<file path="src/rtl/alu_pkg.sv">
// Shared types and defaults for the handshaked multi-cycle ALU (alu_mc)
// and its iterative multiplier.
package alu_pkg;

  localparam int ALU_WIDTH = 64;

  typedef enum logic [2:0] {
    SUB = 3'b000,
    AND = 3'b001,
    XOR = 3'b010,
    OR  = 3'b011,
    SLL = 3'b100,
    SRL = 3'b101,
    MUL = 3'b110,
    ADD = 3'b111
  } aluOp_t;

  typedef enum logic [1:0] {
    IDLE = 2'd0,
    BUSY = 2'd1,
    DONE = 2'd2
  } aluState_t;

endpackage

</file>
<file path="src/rtl/alu_mul_iter.sv">
// Iterative shift-add multiplier retiring MUL_STEP multiplier bits per cycle;
// always runs the full WIDTH/MUL_STEP iterations so latency is fixed.
module alu_mul_iter #(
  parameter int WIDTH    = 64,
  parameter int MUL_STEP = 1
) (
  input  logic             clk,
  input  logic             rst_n,
  input  logic             start,
  input  logic [WIDTH-1:0] op_a,
  input  logic [WIDTH-1:0] op_b,
  output logic             done,
  output logic [WIDTH-1:0] product
);

  localparam int STEPS = WIDTH / MUL_STEP;
  localparam int CW    = $clog2(STEPS + 1);

  logic [WIDTH-1:0] acc;
  logic [WIDTH-1:0] acc_next;
  logic [WIDTH-1:0] mcand;
  logic [WIDTH-1:0] mplier;
  logic [CW-1:0]    count;

  // Partial products of the low MUL_STEP multiplier bits, folded into acc.
  always_comb begin
    acc_next = acc;
    for (int i = 0; i < MUL_STEP; i++) begin
      if (mplier[i]) begin
        acc_next = acc_next + (mcand << i);
      end
    end
  end

  always_ff @(posedge clk or negedge rst_n) begin
    if (!rst_n) begin
      acc    <= '0;
      mcand  <= '0;
      mplier <= '0;
      count  <= '0;
    end else if (start) begin
      acc    <= '0;
      mcand  <= op_a;
      mplier <= op_b;
      count  <= CW'(STEPS);
    end else if (count != '0) begin
      acc    <= acc_next;
      mcand  <= mcand << MUL_STEP;
      mplier <= mplier >> MUL_STEP;
      count  <= count - CW'(1);
    end
  end

  assign done    = (count == '0);
  assign product = acc;

endmodule

</file>
<file path="src/rtl/alu_mc.sv">
// Handshaked ALU: single-cycle add/sub/logic/shift ops plus iterative MUL.
// Optional status flags (carry, overflow, negative) when ALU_MC_FLAGS_EN is defined.
module alu_mc
  import alu_pkg::*;
#(
  parameter int WIDTH    = ALU_WIDTH,
  parameter int MUL_STEP = 1
) (
  input  logic             clk_in,
  input  logic             resetN_in,
  input  logic             valid_in,
  output logic             ready_out,
  input  logic [2:0]       aluOpcode_in,
  input  logic [WIDTH-1:0] operand1_in,
  input  logic [WIDTH-1:0] operand2_in,
  output logic             valid_out,
  input  logic             ready_in,
  output logic [WIDTH-1:0] result_out,
  output logic             zeroFlag_out
`ifdef ALU_MC_FLAGS_EN
  ,
  output logic             carryFlag_out,
  output logic             overflowFlag_out,
  output logic             negFlag_out
`endif
);

  localparam int SHW = $clog2(WIDTH);

  aluState_t        state;
  aluOp_t           op;
  logic             accept;
  logic             mul_start;
  logic             mul_done;
  logic             load_alu;
  logic             load_mul;
  logic [WIDTH-1:0] alu_res;
  logic [WIDTH-1:0] mul_product;

  assign op        = aluOp_t'(aluOpcode_in);
  assign ready_out = (state == IDLE) || ((state == DONE) && ready_in);
  assign accept    = valid_in && ready_out;
  assign mul_start = accept && (op == MUL);
  assign load_alu  = accept && (op != MUL);
  assign load_mul  = (state == BUSY) && mul_done;

  always_comb begin
    alu_res = '0;
    case (op)
      ADD:     alu_res = operand1_in + operand2_in;
      SUB:     alu_res = operand1_in - operand2_in;
      AND:     alu_res = operand1_in & operand2_in;
      OR:      alu_res = operand1_in | operand2_in;
      XOR:     alu_res = operand1_in ^ operand2_in;
      SLL:     alu_res = operand1_in << operand2_in[SHW-1:0];
      SRL:     alu_res = operand1_in >> operand2_in[SHW-1:0];
      default: alu_res = '0;
    endcase
  end

  alu_mul_iter #(
    .WIDTH    (WIDTH),
    .MUL_STEP (MUL_STEP)
  ) u_mul (
    .clk     (clk_in),
    .rst_n   (resetN_in),
    .start   (mul_start),
    .op_a    (operand1_in),
    .op_b    (operand2_in),
    .done    (mul_done),
    .product (mul_product)
  );

  // A consume in DONE is implied by accept there, since ready_out needs ready_in.
  always_ff @(posedge clk_in or negedge resetN_in) begin
    if (!resetN_in) begin
      state        <= IDLE;
      valid_out    <= 1'b0;
      result_out   <= '0;
      zeroFlag_out <= 1'b0;
    end else begin
      case (state)
        IDLE, DONE: begin
          if (mul_start) begin
            state     <= BUSY;
            valid_out <= 1'b0;
          end else if (load_alu) begin
            state        <= DONE;
            valid_out    <= 1'b1;
            result_out   <= alu_res;
            zeroFlag_out <= (alu_res == '0);
          end else if ((state == DONE) && ready_in) begin
            state     <= IDLE;
            valid_out <= 1'b0;
          end
        end
        BUSY: begin
          if (load_mul) begin
            state        <= DONE;
            valid_out    <= 1'b1;
            result_out   <= mul_product;
            zeroFlag_out <= (mul_product == '0);
          end
        end
        default: begin
          state     <= IDLE;
          valid_out <= 1'b0;
        end
      endcase
    end
  end

`ifdef ALU_MC_FLAGS_EN
  logic [WIDTH:0] sum_ext;
  logic [WIDTH:0] diff_ext;
  logic           carry_c;
  logic           ovf_c;

  // Subtraction as a + ~b + 1 so the carry-out is directly NOT borrow.
  always_comb begin
    sum_ext  = {1'b0, operand1_in} + {1'b0, operand2_in};
    diff_ext = {1'b0, operand1_in} + {1'b0, ~operand2_in} + {{WIDTH{1'b0}}, 1'b1};
    carry_c  = 1'b0;
    ovf_c    = 1'b0;
    case (op)
      ADD: begin
        carry_c = sum_ext[WIDTH];
        ovf_c   = (operand1_in[WIDTH-1] == operand2_in[WIDTH-1]) &&
                  (sum_ext[WIDTH-1] != operand1_in[WIDTH-1]);
      end
      SUB: begin
        carry_c = diff_ext[WIDTH];
        ovf_c   = (operand1_in[WIDTH-1] != operand2_in[WIDTH-1]) &&
                  (diff_ext[WIDTH-1] != operand1_in[WIDTH-1]);
      end
      default: begin
        carry_c = 1'b0;
        ovf_c   = 1'b0;
      end
    endcase
  end

  always_ff @(posedge clk_in or negedge resetN_in) begin
    if (!resetN_in) begin
      carryFlag_out    <= 1'b0;
      overflowFlag_out <= 1'b0;
      negFlag_out      <= 1'b0;
    end else if (load_alu) begin
      carryFlag_out    <= carry_c;
      overflowFlag_out <= ovf_c;
      negFlag_out      <= alu_res[WIDTH-1];
    end else if (load_mul) begin
      carryFlag_out    <= 1'b0;
      overflowFlag_out <= 1'b0;
      negFlag_out      <= mul_product[WIDTH-1];
    end
  end
`endif

endmodule

</file>
<file path="config.mk">
export PLATFORM = sky130hd
export DESIGN_NAME = alu_mc
export DESIGN_NICKNAME = d
export VERILOG_FILES = /design/src/rtl/alu_pkg.sv /design/src/rtl/alu_mul_iter.sv /design/src/rtl/alu_mc.sv
export SDC_FILE = /design/constraint.sdc
export NUM_CORES = 2
export LEC_CHECK = 0
export ABC_AREA = 1
export BUFFER_PORTS_ARGS = -buffer_cell sky130_fd_sc_hd__buf_2
export CAP_MARGIN = 10
export CORE_MARGIN = 2
export CORE_UTILIZATION = 25
export DETAILED_ROUTE_END_ITERATION = 16
export PLACE_DENSITY = 0.44
export SETUP_SLACK_MARGIN = 0.15
export SLEW_MARGIN = 40
export SYNTH_ARGS = -nofsm -noshare
export SYNTH_HDL_FRONTEND = slang
export SYNTH_SLANG_ARGS = --single-unit
</file>
<file path="constraint.sdc">
create_clock -name clk_in -period 3.43 [get_ports clk_in]
set_input_delay 0.686 -clock clk_in [delete_from_list [all_inputs] [get_ports clk_in]]
set_output_delay 0.686 -clock clk_in [all_outputs]
set_load 0.1 [all_outputs]
</file>
* Word-level counts from Yosys, hierarchy flattened
Cells that the tools add are included.
** Cells by class
- $lt $le $gt $ge :: 0
- Muxes and demuxes :: 28
- $add $sub $neg :: 4
- Shift operators :: 2
- Equality and inequality tests :: 14
- $mul :: 0
- Div/mod/pow operators :: 0
- Reductions and logical operators :: 19
- Bitwise logic cells :: 3
** Operators by type and width (number)
- two-way mux 64 bit :: 10
- one-hot mux 64 bit (7 select lines) :: 1
- adder 64 bit :: 2
- logical NOT 64 bit :: 2
- one-hot mux 64 bit (2 select lines) :: 1
- bitwise AND 64 bit :: 1
- bitwise OR 64 bit :: 1
- << shifter 64 x 6 -> 64 bit :: 1
- >> shifter 64 x 6 -> 64 bit :: 1
- subtractor 64 bit :: 1
- bitwise XOR 64 bit :: 1
- two-way mux 7 bit :: 2
- equality test 3 bit (second input constant) :: 4
- two-way mux 2 bit :: 4
- logical NOT 7 bit :: 1
- two-way mux 1 bit :: 7
- nonzero test 7 bit :: 1
- subtractor 7 x 1 -> 7 bit (second input constant) :: 1
- equality test 3 x 2 -> 1 bit (second input constant) :: 2
- inequality test 2 bit (second input constant) :: 3
- nonzero test 2 bit :: 3
- logical AND 1 bit :: 5
- inequality test 4 bit (second input constant) :: 1
- one-hot mux 1 bit (2 select lines) :: 2
- other kinds (11) :: 12
** Word-level totals
- Output and inout bits :: 67
- Register bits after elaboration :: 267
- Bits in read-only memories :: 0
- Word-level logic and storage cells :: 78
- Memories kept :: 0
- Memory bits (writable) :: 0
- Bits in latches :: 0

* Longest topological paths before layout
- Depth after elaboration :: 8
- Gate-level depth with buffers :: 36
- Gate-level depth less buffers :: 34

* By module
A second synthesis with hierarchy kept.
** Second synthesis, totals
- Cells, all modules :: 6476
- Area total of the unflattened synthesis :: 36309.8 sq um
** Modules (own cells, without submodules)
- alu_mc :: times used 1, cells an instance 4244, area each 21972.3 sq um, seq. area each 1676.6 sq um
- alu_mul_iter :: times used 1, cells an instance 2232, area each 14337.5 sq um, seq. area each 4979.8 sq um

* Least setup slack after synthesis
No wires, ideal clock.
- Kind :: input -> register
- Start :: input port operand2_in[1]
- End :: register zeroFlag_out
- Slack :: -1.159 ns
- Stages :: 31
- Buffers on the path :: 2
- Arrival time :: 4.511 ns
- Cells stage by stage :: inv_2 -> buf_2 -> buf_2 -> ha_1 -> nand3_1 -> nor2_1 -> nand4_1 -> nor4_4 -> nand3_2 -> nand2_1 -> o21ai_2 -> nor2_2 -> o21ai_2 -> nor2_4 -> o21ai_1 -> xor2_1 -> ha_1 -> nand2_1 -> nor4_1 -> inv_1 -> o21ai_0 -> nor2_1 -> nand2_1 -> nand2_1 -> nand3_1 -> nand2_1 -> nor2_1 -> nand3_1 -> nor2_1 -> nand2_1 -> a21oi_1
** Between the ends
- Longest elaborated chain between the ends :: 6
- Elaborated cells between the ends (all ways) :: 12
- Those cells by class :: add/sub (2); shift (2); mux (4); bitwise (3); reduce/logical (1)
** RTL lines
- start: declaration :: line alu_mc.sv:15 : input logic [WIDTH-1:0] operand2_in,
- subtractor 64 bit (tied with other cells) :: line alu_mc.sv:51 : SUB: alu_res = operand1_in - operand2_in;
- one-hot mux 64 bit (7 select lines) * :: line alu_mc.sv:49 : case (op)
- logical NOT 64 bit * :: line alu_mc.sv:91 : zeroFlag_out <= (alu_res == '0);
- two-way mux 1 bit * :: line alu_mc.sv:87 : end else if (load_alu) begin
- two-way mux 1 bit * :: line alu_mc.sv:84 : if (mul_start) begin
- one-hot mux 1 bit (2 select lines) * :: line alu_mc.sv:82 : case (state)
- end signal: assignment :: line alu_mc.sv:91
- end signal: assignment :: line alu_mc.sv:102 : zeroFlag_out <= (mul_product == '0);
- end: declaration :: line alu_mc.sv:19 : output logic zeroFlag_out
Every way passes the cells marked *; elsewhere a longest branch is shown, timed or not. The select of a mux whose other input is x is not followed.
A chain may end at the register's enable or synchronous reset.

* Worst setup path in the final report
Same ends and word-level chain as after synthesis.

==> results.txt <==
The total instance count after detailed placement came out at 8768. The worst register-to-register path begins at u_mul.mcand[22]. The wire length of the first global-routing pass came out at 324000 microns. The run finished, with violations left. From left edge to right edge, the die measures 373 microns. The top fanout value on the critical path is 4.

The total of fill cells in the finished design came out at 14.9k. The final routed DRC violation total came out at 0. The cell type with the largest total area after synthesis is dfrtp_1. The instance count of the mapped netlist is 5804.

The tree is rooted in a clkbuf_16. The total overflow reported by the global router came out at 0. The transition time at the pin with the least slew margin came out at 0.925 ns.

The final number of max-transition violations came to 0. The combined area of the multi-input logic cells came out at 27500 sq um. For this block, wires on met1 add up to 97400 microns. For this design the ratio of total power to cell area is 537 nW/um^2. The highest metal layer carrying signal wires in the routed design is met5. The final estimated routing congestion in global placement came out at 1.09. The initial cell density of the core came out at 25.1%. The DRC marker count from the first detailed-route iteration came out at 4895. The register-to-register path setup slack is 0.42 ns. The antenna violation net count after detailed routing came out at 0. The initial antenna violation count came out at 5. The count of placed standard cells in the final layout, fillers left out came out at 8911. The first detailed-routing pass ran for 6 iterations.

The number of endpoints failing setup at the final stage came out at 56. The endpoint class of the critical path is a flop. The number of storage elements in the synthesis netlist is 266. The relative area change from synthesis to final layout is 54.1%.

The via total after detailed routing is 47.1k. The overall fraction of global-route tracks in use came out at 32.4%. The dominant synthesized flop cell is dfrtp_1. The worst clock skew on the final layout came out at 0.0334 ns. The overall power consumption came out at 28100 uW. Measured against its own limit, the worst slew margin works out to 38.3%. The logic depth of the worst register-to-register path is 13. Wire segments on met2 add up to 103000 microns in the final route. The largest net degree at the start of global routing came out at 110. The arrival time of the worst setup path is 4.90 ns. Based on the critical path, the design can be clocked at up to 228 MHz. The post-route minimum period came out at 4.39 ns. By startpoint and endpoint, the worst setup path is classified as input pin to flop. The count of warnings emitted by yosys came out at 0.

Summing all placed instances gives a cell area of 46500 sq um. The routed design has 231000 microns of wire. The area of the core came out at 135000 sq um. The slowest stage of the critical path belongs to the cell ha_2. Of all flip-flops after synthesis, the portion carrying an async set or reset was 100%. Across the run, the number of max-cap violations was 0. The area share of the largest cell type after synthesis came out at 19.6%. No sink is reached through more buffers than the 3 on the longest clock path. 202 I/O pins were placed. Using the TritonRoute via totals, the vias-per-cell ratio works out to 5.28. The final worst-path cycle share is 128%. The class of the tightest hold or removal check is input pin to async pin. Ranked by total cell area, the synthesized netlist is headed by dfrtp_1, nand2_1, nand3_1. The tree built by TritonCTS fans out to 266 sinks. The maximum vdd drop came out at 0.615 mV. Summed over all nets, wire length on met3 after detailed routing comes to 17400 microns. The clock-pin transition on the worst setup and hold timing paths came out at 0.07 ns. The cell area after synthesis came out at 34000 sq um.

The final layout net count came out at 7497. TritonCTS built the clock tree. The average instance in the mapped netlist occupies 5.85 sq um.

The required arrival time at the worst endpoint is 3.94 ns. The sum of buffers and inverters on the critical path is 6. The vertical die dimension came out at 373 microns. The final reports fail on setup timing. The fraction of final layout cells sized beyond drive strength 1 came out at 33.2%.

The count of flip-flops with a built-in enable after synthesis is 0. The net count of the mapped netlist is 6199. The final cell area excluding filler cells came out at 52300 sq um. STA classifies the critical path startpoint as an input pin. The count of buffers inserted at the top-level ports came out at 201. In this design, the stage delay of the slowest critical-path cell is 0.38 ns. The total clock buffers created by CTS is 30. The worst slack after detailed placement came out at -2.04 ns. The count of unique library cells instantiated by Yosys is 54. The H-tree depth reported by CTS came out at 1.

The part of the Yosys area used for sequential elements is 19.6%. Setup repair after global routing could not meet its margin everywhere. The combined flip-flop and latch cell area is 6660 sq um.

The end of the worst register-to-register path is u_mul.product[57]. The area enclosed by the die boundary came out at 139000 sq um. The number of global-route vias before repair came out at 45.8k. The setup slack of the critical path after layout is -0.955 ns.

The number of placement rows came out at 135. The hold violation count in the final report is 0. The total leakage power came out at 0.0265 uW.

The clock latency on the worst-skew pair is 0.62 ns. The dominant delay contributor by cell family on the critical path is simple AND/OR/NAND/NOR gates. The HPWL after detailed placement is 192000 microns. After detailed routing, the average wire length per cell comes to 25.9 microns.
-- Yosys cell counts (all sizes together), types with 4 or more instances --
| cell | number |
|---|---|
| o21ai | 273 |
| o21bai | 12 |
| o211ai | 79 |
| o2111ai | 6 |
| a221oi | 32 |
| nor3 | 33 |
| dfrtp | 266 |
| a21o | 6 |
| nor2 | 494 |
| and2 | 6 |
| nand3b | 23 |
| clkbuf | 129 |
| nand3 | 1002 |
| a21oi | 288 |
| or2 | 11 |
| xnor2 | 4 |
| buf | 111 |
| inv | 753 |
| nand2 | 1668 |
| o221ai | 74 |
| a21boi | 4 |
| xor2 | 72 |
| o21a | 10 |
| nand4 | 62 |
| nor4 | 41 |
| and3 | 4 |
| o22ai | 27 |
| o31ai | 7 |
| a31oi | 33 |
| ha | 258 |
-- metrics by stage --
stage | hold WS [ns] | TNS [ns] | utilization (%)
floorplan | 0.390 | -20.44 | -
CTS | 0.0732 | -18.07 | 37.4
global placement | 0.456 | -86.96 | 34.4
finish | 0.0333 | -26.03 | 38.7
detailed placement | 0.462 | -87.91 | 34.4
global route | 0.0506 | -36.62 | 38.7
-- layer usage --
layer  vias to the layer above  global-route usage, %
met2                      2012                   51.8
met5                         -                      0
li1                      21934                      -
met3                       416                   5.16
met1                     22717                   42.3
met4                         6                   15.4
-- state kept, by name, indices dropped and copies added, names as in the netlist --
| name | cells |
|---|---|
| u_mul.mplier | 64 |
| result_out | 64 |
| u_mul.mcand | 64 |
| u_mul.product | 64 |
| valid_out | 1 |
| state | 1 |
| u_mul.count | 7 |
| zeroFlag_out | 1 |
-- how the worst max path moves through the flow --
stage / from / endpoint / slack (ns) / cells after the start
2_1_floorplan: operand2_in[1] / zeroFlag_out / -0.98 / 31
3_3_place_gp: operand2_in[0] / zeroFlag_out / -2.13 / 29
3_5_place_dp: operand2_in[0] / zeroFlag_out / -2.04 / 29
4_1_cts: operand2_in[0] / zeroFlag_out / -0.78 / 33
5_1_grt: operand2_in[1] / zeroFlag_out / -1.17 / 31
6_report: operand2_in[1] / zeroFlag_out / -0.96 / 29
-- placed cells by master, fill, tap and decap left out, drive strengths merged, types with 12 or more instances in the layout --
| cell | netlist | routed |
|---|---|---|
| a221oi | 32 | 32 |
| o22ai | 27 | 27 |
| nand2 | 1668 | 1668 |
| ha | 258 | 258 |
| xor2 | 72 | 72 |
| a31oi | 33 | 33 |
| nand3 | 1002 | 1002 |
| nor4 | 41 | 41 |
| inv | 753 | 754 |
| buf | 111 | 1506 |
| o21ai | 273 | 273 |
| a21oi | 288 | 288 |
| o21bai | 12 | 12 |
| nor2 | 494 | 494 |
| clkbuf | 129 | 39 |
| nor3 | 33 | 33 |
| o211ai | 79 | 79 |
| dfrtp | 266 | 266 |
| o221ai | 74 | 74 |
| nand4 | 62 | 62 |
| nand3b | 23 | 23 |
-- final cells by class --
class	count	area share, %
clock inverter	15	0.294
sequential	266	12.7
timing repair buffer	1506	23.0
multi-input combinational	4542	52.6
tap	1781	4.26
clock buffer	39	1.56
antenna	6	0.0287
inverter	756	5.52
-- where the power goes --
| part | total [uW] | switching (uW) | leakage (uW) | internal (uW) |
|---|---|---|---|---|
| sequential | 5710 | 1210 | 0.00338 | 4500 |
| clock | 3320 | 1500 | 0.000466 | 1820 |
| combinational | 19100 | 12800 | 0.0227 | 6310 |
-- kinds of logic after synthesis --
family | synth area share (%)
simple gates | 42.2
buf+inv | 11.4
compound gates | 15.2
xor+xnor | 1.96
fa+ha+maj | 9.63
flops | 19.6
-- timing repair --
item	in CTS	in global routing
endpoints found under the setup margin	63	78
setup buffers	51	32
gates resized for setup	705	419
pin swaps	193	219
hold buffers	0	0
hold endpoints to repair	0	0
cloned	0	0
No activity file was read; power rests on OpenSTA's default activity.
